==> src/rtl/boot_loader.sv <==
// Byte-stream program loader: takes a length-prefixed little-endian image,
// writes it word by word into instruction memory, then releases the core from reset.

module boot_lane (
  input  logic       clk,
  input  logic       rst,
  input  logic       we,
  input  logic [7:0] d,
  output logic [7:0] q
);
  always_ff @(posedge clk) begin
    if (!rst)    q <= '0;
    else if (we) q <= d;
  end
endmodule

module boot_loader #(
  parameter int DEPTH  = 1024,
  parameter int ADDR_W = 10
) (
  input  logic              clk,
  input  logic              rst,
  input  logic              in_valid,
  input  logic [7:0]        in_data,
  output logic              in_ready,
  output logic              mem_we,
  output logic [ADDR_W-1:0] mem_addr,
  output logic [31:0]       mem_wdata,
  output logic              core_rst,
  output logic              done,
  output logic              err
);
  localparam logic [2:0] S_HDR0 = 3'd0;
  localparam logic [2:0] S_HDR1 = 3'd1;
  localparam logic [2:0] S_DATA = 3'd2;
  localparam logic [2:0] S_FIN  = 3'd3;
  localparam logic [2:0] S_DONE = 3'd4;
  localparam logic [2:0] S_ERR  = 3'd5;

  logic [2:0]        state;
  logic [15:0]       n;
  logic [1:0]        cnt;
  logic [ADDR_W-1:0] widx;
  logic [2:0][7:0]   lane;
  logic [2:0]        lane_we;
  logic              acc;
  logic [15:0]       n_full;
  logic              last;

  assign acc    = in_valid && in_ready;
  assign n_full = {in_data, n[7:0]};
  assign last   = 16'(widx) == (n - 16'd1);

  // Lanes 0..2 are buffered; lane 3 is taken straight from in_data on the write.
  assign lane_we = (acc && state == S_DATA) ? (3'b001 << cnt) : 3'b000;

  boot_lane u_lane [2:0] (
    .clk (clk),
    .rst (rst),
    .we  (lane_we),
    .d   ({3{in_data}}),
    .q   (lane)
  );

  always_ff @(posedge clk) begin
    if (!rst) begin
      state     <= S_HDR0;
      n         <= '0;
      cnt       <= '0;
      widx      <= '0;
      in_ready  <= 1'b0;
      mem_we    <= 1'b0;
      mem_addr  <= '0;
      mem_wdata <= '0;
      core_rst  <= 1'b1;
      done      <= 1'b0;
      err       <= 1'b0;
    end else begin
      mem_we   <= 1'b0;
      in_ready <= (state == S_HDR0) || (state == S_HDR1) || (state == S_DATA);
      case (state)
        S_HDR0: if (acc) begin
          n[7:0] <= in_data;
          state  <= S_HDR1;
        end
        S_HDR1: if (acc) begin
          n[15:8] <= in_data;
          if (n_full == 16'd0) begin
            state    <= S_DONE;
            in_ready <= 1'b0;
            core_rst <= 1'b0;
            done     <= 1'b1;
          end else if (32'(n_full) > 32'(DEPTH)) begin
            state    <= S_ERR;
            in_ready <= 1'b0;
            err      <= 1'b1;
          end else begin
            state <= S_DATA;
          end
        end
        S_DATA: if (acc) begin
          cnt <= cnt + 2'd1;
          if (cnt == 2'd3) begin
            mem_we    <= 1'b1;
            mem_addr  <= widx;
            mem_wdata <= {in_data, lane};
            widx      <= widx + 1'b1;
            if (last) begin
              state    <= S_FIN;
              in_ready <= 1'b0;
            end
          end
        end
        // FIN is the final write's mem_we cycle; release follows at this edge.
        S_FIN: begin
          state    <= S_DONE;
          core_rst <= 1'b0;
          done     <= 1'b1;
        end
        default: ;
      endcase
    end
  end
endmodule

==> config.mk <==
export PLATFORM = sky130hd
export DESIGN_NAME = boot_loader
export DESIGN_NICKNAME = d
export VERILOG_FILES = /design/src/rtl/boot_loader.sv
export SDC_FILE = /design/constraint.sdc
export NUM_CORES = 1
export LEC_CHECK = 0
export ABC_AREA = 1
export BUFFER_PORTS_ARGS = -buffer_cell sky130_fd_sc_hd__buf_2
export CAP_MARGIN = 20
export CORE_ASPECT_RATIO = 1.2
export CORE_MARGIN = 8
export CORE_UTILIZATION = 45
export CTS_BUF_LIST = sky130_fd_sc_hd__clkbuf_4
export CTS_CLUSTER_SIZE = 28
export DETAILED_ROUTE_END_ITERATION = 12
export GPL_TIMING_DRIVEN = 1
export HOLD_SLACK_MARGIN = 0.1
export PLACE_DENSITY = 0.63
export SLEW_MARGIN = 0
export SYNTH_ARGS = -nofsm -noshare
export SYNTH_HDL_FRONTEND = slang
export SYNTH_HIERARCHICAL = 1
export SYNTH_SLANG_ARGS = --single-unit
==> constraint.sdc <==
create_clock -name clk -period 1.8 [get_ports clk]
set_input_delay 0.09 -clock clk [delete_from_list [all_inputs] [get_ports clk]]
set_output_delay 0.09 -clock clk [all_outputs]
set_load 0.05 [all_outputs]
==> results_dict.tcl <==
set metrics [dict create \
    clockRootBuffer "clkbuf_4" \
    tns_ps 0 \
    die_y_um 126.7 \
    power.share.sequential_pct 41.9 \
    synthFlopType "dfxtp_1" \
    met3_usage_pct 3.495 \
    post-route-min-period_ps 1773 \
    dr_total_vias 4209 \
    start_util_pct 46.11 \
    synthArstFlopShare_pct 0 \
    coreArea_um2 9960 \
    synth_area_um2 4592 \
    ant_nets 0 \
    critPathCaptureType "flip-flop" \
    syn_inst 651 \
    setup_viol_count_final 0 \
    synthMuxAreaShare_pct 0 \
    viasPerCell 4.934 \
    synth_warnings 6 \
    drive_gt1_share_pct 18.98 \
    place.port_buffers 57 \
    cts.clk_slew.worst_paths_ps 160 \
    grt_max_degree 36 \
    crit_cells 12 \
    synth_top_area_share_pct 44.47 \
    drc 0 \
    cp_slowest_stage_delay_ps 390 \
    antenna_found_initial 0 \
    p_leak_nw 2.502 \
    met1_usage_pct 21.04 \
    synth-seq-cells 102 \
    cts_buffers 9 \
    synth_top_family_by_area "simple AND/OR/NAND/NOR gates" \
    max-vdd-ir-drop_mv 0.5095 \
    drv_cap 0 \
    reg2reg_from "n[1]$_SDFFE_PN0P_" \
    dpl.hpwl_mm 8.659 \
    finalHoldViolCount 0 \
    synth-edff-count 0 \
    row_count 40 \
    tightest_slew_ps 540.8 \
    crit_path_start "n[1]$_SDFFE_PN0P_" \
    placed_cells 826 \
    maxSlewHeadroom_pct 63.95 \
    switchingPower_mw 2.304 \
    required_ps 2200 \
    finClkSkew_ps 14.06 \
    synth.area.top_cells "dfxtp_1 44%, nor2_1 13%, nand2_1 9.1%, o21ai_0 7.5%, inv_1 5.6%" \
    total_power_mw 6.155 \
    synth_top_area_cell "dfxtp_1" \
    busiest_layer "met2" \
    fin_nets 740 \
    grt_pass1_vias 3926 \
    p_clk_share_pct 22.1 \
    status "finished, final reports clean" \
    worstRegToRegCells 12 \
    wl_mm 11.98 \
    clock-sinks 102 \
    cp-start-kind "flip-flop" \
    yosysSeqAreaShare_pct 44.47 \
    yosysMostFrequentCell "nor2_1" \
    min_from "in_valid" \
    path_cells "inv_2 > ha_4 > nor2_2 > nor2_1 > nand3_1 > nor2_1 > nand3_1 > nor2_2 > nand3_2 > o21bai_4 > nand3_2 > a21oi_2" \
    min_path_type "in -> reg" \
    clock_latency_ps 460 \
    die-area_um2 13710 \
    grtUsageMet2_pct 29.60 \
    whs_path_depth 5 \
    gr-total-overflow 0 \
    synthAdderAreaFrac_pct 1.907 \
    die_w_um 108.2 \
    syn_to_final_growth_pct 16.95 \
    gp_congestion 0.9118 \
    first_pass_iters 4 \
    p_sw_share_pct 37.44 \
    crit_type "reg -> reg" \
    cts_max_level 3 \
    drt_iter0_drc 244 \
    synth_xor_area_share_pct 0.7629 \
    syn_avg_cell_area_um2 7.054 \
    crit_fanout 3 \
    slew_violations 0 \
    ios 58 \
    period_share_pct 98.48 \
    rsz0062_at_grt "yes" \
    synthTopCellsByCount "153 x nor2_1, 111 x nand2_1, 102 x dfxtp_1" \
    synthSimpleGateAreaFrac_pct 28.96 \
    antenna_cells 0 \
    wl_per_cell_um 14.04 \
    fmax_ghz 0.5641 \
    synth_compound_area_share_pct 13.65 \
    fin_cells 853 \
    cellPowerDensity_nw_per_um2 1146 \
    syn-num-nets 669 \
    grt_pass1_wl_mm 19.31 \
    grt_usage_pct 17.71 \
    ys_types 31 \
    power_frac_comb_pct 36.0 \
    crit_buf_inv 1 \
    p_int_mw 3.851 \
    cts_tree "yes" \
    clk_path_buf_depth 2 \
    critPathSlowestCell "dfxtp_2" \
    cp.arrival_ps 2170 \
    path_delay_family "simple AND/OR/NAND/NOR gates" \
]
==> kinds of logic (layout without fill, tap and decap cells) <==
| family | Yosys count | after routing |
|---|---|---|
| and+or+nand+nor | 320 | 320 |
| AOI/OAI and AO/OA | 119 | 119 |
| DFF | 102 | 102 |
| buffers and inverters | 99 | 175 |
| adders and majority gates | 7 | 7 |
| xor gates and xnor gates | 4 | 4 |
==> state kept, by name, summed over array words and instances, names as in the netlist <==
register,count
in_ready,1
u_lane/q,24
done,1
n,16
core_rst,1
mem_addr,10
err,1
mem_we,1
widx,10
cnt,2
state,3
mem_wdata,32
==> routing by layer <==
layer / vias to the layer above / share of wire (%)
li1: 2183 / -
met1: 1905 / 44
met2: 95 / 48
met3: 26 / 4.7
met4: 0 / 2.7
met5: - / 0
==> through the flow <==
step                setup slack, ps  util (%)  instance area (um2)  hold WS [ps]
finish                        27.38     53.92                 5370         247.4
global route                 -111.8     53.92                 5370         281.5
CTS                           2.513     53.34                 5313         203.9
detailed placement            3.141     50.39                 5019         434.3
global placement              52.12     50.39                 5019         431.8
floorplan                     30.88         -                 4592         224.9
==> worst reg2reg max path, cell delays in order (launching register included) <==
cell	delay (ps)
dfxtp_2	390
inv_2	60
ha_4	270
nor2_2	30
nor2_1	110
nand3_1	80
nor2_1	90
nand3_1	100
nor2_2	120
nand3_2	100
o21bai_4	170
nand3_2	90
a21oi_2	120
==> placed cells by master (no fill, tap or decap), drive strengths merged, types with 2 or more instances in the layout <==
cell,netlist,final
xor2,3,3
nand3b,3,3
clkbuf,11,10
dlygate4sd3,0,9
nor3,9,9
o21ai,72,72
nand4,3,3
bufinv,0,2
buf,17,79
nand3,22,22
nor2,161,161
nor3b,3,3
ha,7,7
clkinv,0,3
inv,71,72
nand2,119,119
dfxtp,102,102
a21oi,42,42
==> power by group through the flow <==
stage / clock network, mW / logic, mW / registers [mW]
floorplan: 0 / 1.47 / 2.62
global placement: 0 / 1.95 / 2.61
detailed placement: 0 / 1.98 / 2.61
CTS: 1.39 / 2.11 / 2.56
global route: 1.49 / 2.49 / 2.60
finish: 1.36 / 2.22 / 2.58
==> area by class of cell <==
class | instances | area (um2)
Clock buffer | 10 | 75.07
Tap cell | 126 | 157.7
Inverter | 71 | 269.0
Clock inverter | 6 | 85.08
Sequential cell | 102 | 2046
Timing Repair Buffer | 88 | 585.6
Multi-Input combinational cell | 450 | 2152
Fill cell | 1014 | 4589
==> final timing paths <==
path | slack [ps] | endpoint
max reg2reg | 30 | state[0]$_SDFFE_PN0P_
min | 250 | in_ready$_SDFF_PN0_
max | 30 | state[0]$_SDFFE_PN0P_
min reg2reg | 460 | core_rst$_SDFFE_PN1P_
==> timing repair <==
action / in CTS / in global routing
hold buffers: 9 / 0
endpoints found under the setup margin: 2 / 23
resized for setup: 9 / 18
endpoints found under the hold margin: 47 / 0
setup buffers: 2 / 0
pin swaps: 1 / 6
No activity file was read; power rests on OpenSTA's default activity.
